[src/rtl/draw_pkg.sv]
// Shared types and constants for the object draw arbiter.
package draw_pkg;
    typedef logic [7:0] rgb_t;

    localparam rgb_t TRANSPARENT_RGB    = 8'hFF;
    localparam int   DEFAULT_NUM_LAYERS = 4;

    typedef enum logic {IDLE, HIT} collision_state_t;
endpackage

[src/rtl/objects_draw_arbiter_if.sv]
// Per-pixel drawer inputs and arbitrated outputs between the drawers and the VGA controller.
interface objects_draw_arbiter_if
    import draw_pkg::*;
#(
    parameter int NUM_LAYERS = DEFAULT_NUM_LAYERS
);
    logic                          startOfFrame;
    logic [NUM_LAYERS:0]           layerEnable;
    logic [NUM_LAYERS-1:0]         drawReq;
    rgb_t [NUM_LAYERS-1:0]         drawRGB;
    logic                          boardersDrawReq;
    rgb_t                          BG_RGB;
    rgb_t                          RGBOut;
    logic                          collisionPulse;
    logic [NUM_LAYERS:0]           frameCollisionMask;

    modport master (
        output startOfFrame, layerEnable, drawReq, drawRGB, boardersDrawReq, BG_RGB,
        input  RGBOut, collisionPulse, frameCollisionMask
    );

    modport slave (
        input  startOfFrame, layerEnable, drawReq, drawRGB, boardersDrawReq, BG_RGB,
        output RGBOut, collisionPulse, frameCollisionMask
    );
endinterface

[src/rtl/draw_priority_select.sv]
// Combinational pixel winner selection and overlap detection.
module draw_priority_select
    import draw_pkg::*;
#(
    parameter int   NUM_LAYERS = DEFAULT_NUM_LAYERS,
    parameter rgb_t BG_DEFAULT = 8'h00
) (
    input  logic [NUM_LAYERS-1:0] effReq,
    input  rgb_t [NUM_LAYERS-1:0] drawRGB,
    input  logic                  effBorder,
    input  rgb_t                  BG_RGB,
    input  logic                  bgEnable,
    output rgb_t                  selRGB,
    output logic                  overlap
);
    localparam int CW = $clog2(NUM_LAYERS + 2);

    logic [CW-1:0] n_src;

    // Border and plain background share BG_RGB, so the border needs no colour path of its own.
    always_comb begin
        selRGB = bgEnable ? BG_RGB : BG_DEFAULT;
        for (int i = NUM_LAYERS - 1; i >= 0; i--) begin
            if (effReq[i]) selRGB = drawRGB[i];
        end
    end

    always_comb begin
        n_src = {{(CW-1){1'b0}}, effBorder};
        for (int i = 0; i < NUM_LAYERS; i++) begin
            n_src = n_src + {{(CW-1){1'b0}}, effReq[i]};
        end
        overlap = (n_src >= CW'(2));
    end
endmodule

[src/rtl/objects_draw_arbiter.sv]
// Shares the VGA RGB output between background, border and object drawers; tracks per-frame overlaps.
//   state | meaning
//   IDLE  | no overlap seen yet in the current frame
//   HIT   | overlap already reported this frame, pulse suppressed
module objects_draw_arbiter
    import draw_pkg::*;
#(
    parameter int   NUM_LAYERS  = DEFAULT_NUM_LAYERS,
    parameter rgb_t TRANSPARENT = TRANSPARENT_RGB,
    parameter rgb_t BG_DEFAULT  = 8'h00
) (
    input logic                   clk,
    input logic                   resetN,
    objects_draw_arbiter_if.slave bus
);
    logic [NUM_LAYERS-1:0] eff_req;
    logic                  eff_border;
    logic [NUM_LAYERS:0]   src;
    rgb_t                  sel_rgb;
    logic                  overlap;

    rgb_t                  rgb_d, rgb_q;
    logic                  pulse_d, pulse_q;
    logic [NUM_LAYERS:0]   run_mask_d, run_mask_q;
    logic [NUM_LAYERS:0]   frame_mask_d, frame_mask_q;
    collision_state_t      state_d, state_q;

    always_comb begin
        for (int i = 0; i < NUM_LAYERS; i++) begin
            eff_req[i] = bus.drawReq[i] & bus.layerEnable[i] & (bus.drawRGB[i] != TRANSPARENT);
        end
    end

    assign eff_border = bus.boardersDrawReq & bus.layerEnable[NUM_LAYERS];
    assign src        = {eff_border, eff_req};

    draw_priority_select #(
        .NUM_LAYERS (NUM_LAYERS),
        .BG_DEFAULT (BG_DEFAULT)
    ) u_select (
        .effReq    (eff_req),
        .drawRGB   (bus.drawRGB),
        .effBorder (eff_border),
        .BG_RGB    (bus.BG_RGB),
        .bgEnable  (bus.layerEnable[NUM_LAYERS]),
        .selRGB    (sel_rgb),
        .overlap   (overlap)
    );

    // The startOfFrame pixel already belongs to the new frame, so its overlap seeds the fresh mask.
    always_comb begin
        rgb_d        = sel_rgb;
        pulse_d      = 1'b0;
        state_d      = state_q;
        run_mask_d   = run_mask_q;
        frame_mask_d = frame_mask_q;
        if (bus.startOfFrame) begin
            frame_mask_d = run_mask_q;
            run_mask_d   = overlap ? src : '0;
            state_d      = overlap ? HIT : IDLE;
            pulse_d      = overlap;
        end else if (overlap) begin
            run_mask_d = run_mask_q | src;
            if (state_q == IDLE) begin
                state_d = HIT;
                pulse_d = 1'b1;
            end
        end
    end

    always_ff @(posedge clk or negedge resetN) begin
        if (!resetN) begin
            rgb_q        <= '0;
            pulse_q      <= 1'b0;
            run_mask_q   <= '0;
            frame_mask_q <= '0;
            state_q      <= IDLE;
        end else begin
            rgb_q        <= rgb_d;
            pulse_q      <= pulse_d;
            run_mask_q   <= run_mask_d;
            frame_mask_q <= frame_mask_d;
            state_q      <= state_d;
        end
    end

    assign bus.RGBOut             = rgb_q;
    assign bus.collisionPulse     = pulse_q;
    assign bus.frameCollisionMask = frame_mask_q;
endmodule
[src/flat_wrapper.sv]
// flat-port wrapper written by rule: the top's interface ports become plain ports
module objects_draw_arbiter_flat import draw_pkg::*;
#(
    parameter int   NUM_LAYERS  = DEFAULT_NUM_LAYERS,
    parameter rgb_t TRANSPARENT = TRANSPARENT_RGB,
    parameter rgb_t BG_DEFAULT  = 8'h00
)
  (clk, resetN, bus_startOfFrame, bus_layerEnable, bus_drawReq, bus_drawRGB, bus_boardersDrawReq, bus_BG_RGB, bus_RGBOut, bus_collisionPulse, bus_frameCollisionMask);
  objects_draw_arbiter_if #(.NUM_LAYERS(NUM_LAYERS)) bus_i ();
  input logic clk;
  input logic resetN;
  input wire logic [$bits(bus_i.startOfFrame)-1:0] bus_startOfFrame;
  input wire logic [$bits(bus_i.layerEnable)-1:0] bus_layerEnable;
  input wire logic [$bits(bus_i.drawReq)-1:0] bus_drawReq;
  input wire logic [$bits(bus_i.drawRGB)-1:0] bus_drawRGB;
  input wire logic [$bits(bus_i.boardersDrawReq)-1:0] bus_boardersDrawReq;
  input wire logic [$bits(bus_i.BG_RGB)-1:0] bus_BG_RGB;
  output wire logic [$bits(bus_i.RGBOut)-1:0] bus_RGBOut;
  output wire logic [$bits(bus_i.collisionPulse)-1:0] bus_collisionPulse;
  output wire logic [$bits(bus_i.frameCollisionMask)-1:0] bus_frameCollisionMask;
  assign bus_i.startOfFrame = bus_startOfFrame;
  assign bus_i.layerEnable = bus_layerEnable;
  assign bus_i.drawReq = bus_drawReq;
  assign bus_i.drawRGB = bus_drawRGB;
  assign bus_i.boardersDrawReq = bus_boardersDrawReq;
  assign bus_i.BG_RGB = bus_BG_RGB;
  assign bus_RGBOut = bus_i.RGBOut;
  assign bus_collisionPulse = bus_i.collisionPulse;
  assign bus_frameCollisionMask = bus_i.frameCollisionMask;
  objects_draw_arbiter #(.NUM_LAYERS(NUM_LAYERS), .TRANSPARENT(TRANSPARENT), .BG_DEFAULT(BG_DEFAULT)) u_core (.clk(clk), .resetN(resetN), .bus(bus_i));
endmodule
[config.mk]
export PLATFORM = sky130hd
export DESIGN_NAME = objects_draw_arbiter_flat
export DESIGN_NICKNAME = d
export VERILOG_FILES = /design/src/rtl/draw_pkg.sv /design/src/rtl/objects_draw_arbiter_if.sv /design/src/rtl/draw_priority_select.sv /design/src/rtl/objects_draw_arbiter.sv /design/src/flat_wrapper.sv
export SDC_FILE = /design/constraint.sdc
export NUM_CORES = 1
export LEC_CHECK = 0
export ABC_CLOCK_PERIOD_IN_PS = 1400
export CAP_MARGIN = 10
export CELL_PAD_IN_SITES_DETAIL_PLACEMENT = 0
export CELL_PAD_IN_SITES_GLOBAL_PLACEMENT = 2
export CORE_ASPECT_RATIO = 0.5
export CORE_MARGIN = 3
export CORE_UTILIZATION = 22
export DETAILED_ROUTE_END_ITERATION = 10
export PLACE_DENSITY = 0.93
export SETUP_SLACK_MARGIN = 0.3
export SLEW_MARGIN = 20
export SYNTH_ARGS = -nofsm -noshare
export SYNTH_HDL_FRONTEND = slang
export SYNTH_HIERARCHICAL = 1
export SYNTH_SLANG_ARGS = --single-unit
[constraint.sdc]
create_clock -name clk -period 1.4 [get_ports clk]
set_clock_uncertainty 0.05 [all_clocks]
set_input_delay 0.14 -clock clk [delete_from_list [all_inputs] [get_ports clk]]
set_output_delay 0.14 -clock clk [all_outputs]
set_load 0.005 [all_outputs]
[Word level (Yosys, flattened, before mapping)]
Index checks and enable logic that the tools add are counted.
Word-level totals
  register bits after elaboration: 20
  latch bits: 0
  RAM bits: 0
  bits in read-only memories: 0
  bits of input ports: 53
  output and inout port bits: 14
  logic and storage cells: 39
  memories kept: 0
Cells by class
  $add $sub $neg: 4
  multiply operators: 0
  div/mod/pow operators: 0
  order comparisons: 1
  equality and inequality tests: 4
  shift-type cells: 0
  multiplexer cells: 14
  bitwise gates (word level): 10
  reduce and logical (&&, ||, !) cells: 1
Operator list (number)
  $mux W8: 5
  $ne A8 B8 Y1 const B: 4
  $mux W5: 3
  $and A1 B1 Y1: 9
  $add A3 B1 Y3: 2
  $mux W1: 6
  $or A5 B5 Y5: 1
  $add A2 B1 Y3: 1
  $ge A3 B2 Y1 const B: 1
  $add A1 B1 Y2: 1
  $reduce_bool A2 Y1: 1

[Depth between registers and ports, before layout]
  depth after elaboration: 9
  mapped depth: 12
  mapped depth without buffers: 11

[Cells and area by module]
Netlist, hierarchy kept.
Modules (own cells, without submodules)
  objects_draw_arbiter: instances 1, cells an instance 60, area each 774.5 µm², seq. area each 500.5 µm²
  draw_priority_select: instances 1, cells an instance 56, area each 366.6 µm², seq. area each 0.0 µm²

[Worst setup path before layout]
No wires, ideal clock.
  path kind: input to register
  from: input bus_drawRGB[7]
  to: register u_core.run_mask_q[4]
  library setup time: 0.121 ns
  data arrival time: 1.838 ns
  data required time: 1.229 ns
  setup slack: -0.609 ns
  stages: 10
  buffers on the path: 0
  cells stage by stage: nand4_1 > nor2_1 > nor2_1 > inv_1 > fa_1 > inv_1 > ha_1 > nand2_1 > nand3b_1 > a22o_1
On the way
  cells in the longest elaborated chain, start to end: 9
  elaborated cells between the ends (all ways): 10
  classes of those cells: 4 x add/sub; 1 x order compare; 1 x eq/ne; 2 x mux; 1 x bitwise; 1 x reduce/logical
RTL lines
  start, declared: line flat_wrapper.sv:15  | input wire logic [$bits(bus_i.drawRGB)-1:0] bus_drawRGB;
  $ne A8 B8 Y1 *: line objects_draw_arbiter.sv:30  | eff_req[i] = bus.drawReq[i] & bus.layerEnable[i] & (bus.drawRGB[i] != TRANSPARENT);
  $and A1 B1 Y1 *: line objects_draw_arbiter.sv:30
  net u_core.eff_req[0]: line objects_draw_arbiter.sv:16  | logic [NUM_LAYERS-1:0] eff_req;
  $add A1 B1 Y2 *: line draw_priority_select.sv:31  | n_src = n_src + {{(CW-1){1'b0}}, effReq[i]};
  $add A2 B1 Y3 *: line draw_priority_select.sv:31
  $add A3 B1 Y3 * (2 in series): line draw_priority_select.sv:31
  $ge A3 B2 Y1 *: line draw_priority_select.sv:33  | overlap = (n_src >= CW'(2));
  net u_core.overlap: line objects_draw_arbiter.sv:20  | logic overlap;
  $mux W5: line objects_draw_arbiter.sv:59  | run_mask_d = overlap ? src : '0;
  $mux W5: line objects_draw_arbiter.sv:57  | if (bus.startOfFrame) begin
  end signal, assigned: line objects_draw_arbiter.sv:81  | run_mask_q <= run_mask_d;
  end, declared: line objects_draw_arbiter.sv:24  | logic [NUM_LAYERS:0] run_mask_d, run_mask_q;
Mark *: on every way through the listed nets, which the timed path passes. The rest lies on a longest branch.
A chain may end at the register's enable or synchronous reset.

[Final worst setup path]
  from: input bus_drawRGB[27]
  to: register u_core.run_mask_q[2]
On the way
  cells in the longest elaborated chain, start to end: 6
  elaborated cells between the ends (all ways): 7
  classes of those cells: 1 x add/sub; 1 x order compare; 1 x eq/ne; 2 x mux; 1 x bitwise; 1 x reduce/logical
RTL lines (line)
  $ne A8 B8 Y1 *: objects_draw_arbiter.sv:30
  $and A1 B1 Y1 *: objects_draw_arbiter.sv:30
  net u_core.eff_req[3]: objects_draw_arbiter.sv:16
  $add A3 B1 Y3 *: draw_priority_select.sv:31
  $ge A3 B2 Y1 *: draw_priority_select.sv:33
  net u_core.overlap: objects_draw_arbiter.sv:20
  $mux W5: objects_draw_arbiter.sv:59
  $mux W5: objects_draw_arbiter.sv:57
Marks and branches as above.

==> flow_summary.ini <==
[finish]
fin_area_um2 = 2330
stdcell_count = 293
syn2layout_area_growth_pct = 104
diodes = 0
drive_gt1_share_pct = 59.5
postLayoutCoreUtil_pct = 49.8
final_nets = 284

[worst_setup_path]
arrival_ps = 1920
cp_slowest_cell = fa_1
end_kind = flip-flop
max_stage_delay_ps = 530
path_buf_inv = 4
path_class = input pin to flip-flop
rr_startpoint = u_core/bus.frameCollisionMask[1]$_DFFE_PN0P_
cp_top_family = adder cells
worstPathMaxFanout = 6
start_kind = input pin
crit_chain = buf_6, nand4_1, nor2_2, nor2_2, inv_2, fa_1, inv_1, ha_1, nand2_1, nand3b_1, buf_6, nand3_4, o2bb2ai_4
cp-startpoint = bus_drawRGB[27]
required_ps = 1530

[synthesis]
ys_seq_area_share_pct = 43.9
synth_cell_types = 23
synth_commonest_cells = nand2_1 (22), dfrtp_1 (20), nand3b_1 (9), nor2_1 (9)
synth_flop_cell = dfrtp_1
synth.avg_cell_area_um2 = 9.84
synth-seq-cells = 20
syn_nets = 171
synth.largest_area_cell = dfrtp_1
netlist_area_um2 = 1140
synth-edff-count = 0
synth_most_common_cell = nand2_1
syn_inst = 116
ys_top_cells_by_area = dfrtp_1 (44%), nand2_1 (7.2%), mux2_4 (6.6%)
async_flop_share_pct = 100
yosys_warnings = 6
synthDominantCellAreaShare_pct = 43.9

[detailed_routing]
wl_per_cell_um = 15.8
ant_nets = 0
drc = 0
wirelength_um = 4620
vias_per_cell = 4.63
first_pass_iters = 4
dr.first_iter.drc_count = 60
vias = 1357

[timing]
fin_hold_ws_ps = 83.6
worstMarginPinSlew_ps = 317
setup_violations = 7
rsz0062_at_grt = true
slew_headroom_pct = 78.9
worst_slack_ps = -387
hold_viol = 0
slew_viol_final = 0
final.min_clock_period_ps = 1790
period_share_pct = 128
fmax_mhz = 559

[floorplanning]
die_w_um = 108
initial_utilization_pct = 24.4
dieArea_um2 = 6140
core_um2 = 4680
fp-row-count = 17
die_h_um = 56.9
io_pins = 67

[run_status]
violations = negative setup slack
status = finished with violations

[pwr]
p_switching_uw = 455
pwr-share-clk_pct = 22.3
power_frac_comb_pct = 36.3
p_int_uw = 1200
swShare_pct = 27.5
sequentialPowerShare_pct = 41.3
power.density_nw_per_um2 = 709
p_leak_uw = 0.00105
ir_worst_vdd_uv = 368

[global_route]
grt_overflow = 0
gr-usage-met2_pct = 25.9
grtUsageTotal_pct = 15.1
grt_util_met3_pct = 4.13
grt_max_degree = 21
grt_antenna_before_repair = 0
grt_pass1_vias = 1444
grt_most_used_layer = met2
gr-usage-met1_pct = 19.0
grt_pass1_wl_um = 7270

[clock_network]
cts_buffer_depth = 2
cts.clk_slew.worst_paths_ps = 70
cts_sinks = 20
cts_made_buffers = 3
clk_latency_ps = 250
root_buffer = clkbuf_8
htree_levels = 1
cts_tree = built

[min_path]
hold_path.class = input pin to flip-flop
hp-start = bus_drawReq[1]

[placed_design]
gp_congestion = 0.824
pre_cts_slack_ps = -1060
placement.io_buffers = 66
place_inst = 270
hpwl_um = 3350
detailed_place.area_um2 = 2050

[run]
cap_violations = 0
[cell type report]
type	instances	area [µm²]
Clock buffer	3	41.3
Fill cell	425	2350
Inverter	5	21.3
Multi-Input combinational cell	86	779
Sequential cell	20	500
Tap cell	66	82.6
Timing Repair Buffer	113	907
[flip-flops by register name, summed over array words and instances, names as in the netlist]
| signal | cells |
|---|---|
| u_core/bus.frameCollisionMask | 5 |
| u_core/state_q | 1 |
| u_core/bus.RGBOut | 8 |
| u_core/bus.collisionPulse | 1 |
| u_core/run_mask_q | 5 |
[tightest hold or removal path: stages]
cell       delay, ps
clkbuf_2         100
nand3_2           70
o2bb2ai_2         50
[kinds of logic (layout without fill, tap and decap cells)]
group / Yosys count / in the layout / synth area share [%]
compound gates: 21 / 21 / 14.3
simple gates: 58 / 58 / 26.9
buf+inv: 10 / 121 / 5.59
mux: 5 / 5 / 6.58
fa+ha+maj: 2 / 2 / 2.85
flops: 20 / 20 / 43.9
[what timing repair did]
item / CTS / global route
gates resized for setup: 200 / 27
cloned: 1 / 0
hold buffers: 0 / 0
buffers inserted: 15 / 4
pin swaps: 37 / 17
setup endpoints to repair: 29 / 23
[worst paths after layout]
| check | end | slack, ps | cells after the start |
|---|---|---|---|
| min | u_core/run_mask_q[1]$_DFFE_PN0P_ | 80 | 3 |
| max | u_core/run_mask_q[2]$_DFFE_PN0P_ | -390 | 13 |
| max reg2reg | u_core/bus.frameCollisionMask[1]$_DFFE_PN0P_ | 460 | 2 |
| min reg2reg | u_core/run_mask_q[1]$_DFFE_PN0P_ | 450 | 1 |
| min in group asynchronous | u_core/bus.RGBOut[0]$_DFF_PN0_ | 180 | 2 |
| max in group asynchronous | u_core/run_mask_q[0]$_DFFE_PN0P_ | 910 | 2 |
[metrics by stage]
step                      total power, µW  setup TNS, ps
after floorplan                       858          -3200
after global placement               1220         -10850
after detailed placement             1230         -11340
after CTS                            1620          -2520
after global routing                 1740          -3200
final                                1650          -2460
[power groups by stage]
stage | clock network [µW] | logic, µW | registers (µW)
after detailed placement | 0 | 532 | 693
after global placement | 0 | 531 | 689
after floorplan | 0 | 166 | 692
after global routing | 397 | 648 | 692
after CTS | 378 | 559 | 679
final | 369 | 601 | 683
[placed cells by master (no fill, tap or decap), types with 2 or more instances in the layout]
cell / instances
buf_4: 40
buf_2: 22
dfrtp_1: 20
buf_6: 17
nand2_1: 13
clkdlybuf4s50_1: 12
clkdlybuf4s15_1: 9
nand3b_1: 9
dlygate4sd2_1: 8
nand4_1: 8
nand2_2: 8
a41oi_2: 8
nor2_2: 7
clkbuf_2: 5
mux2_4: 5
o22ai_1: 5
clkbuf_8: 3
nand3_2: 3
o2bb2ai_2: 3
inv_2: 3
o22ai_2: 2
[layer usage]
layer / vias up / share of wire (%)
met3: 10 / 5.2
met2: 28 / 51
met4: 0 / 1.8
met1: 665 / 42
met5: - / 0
li1: 654 / -
Note: power is estimated with default switching activity, not from simulation.
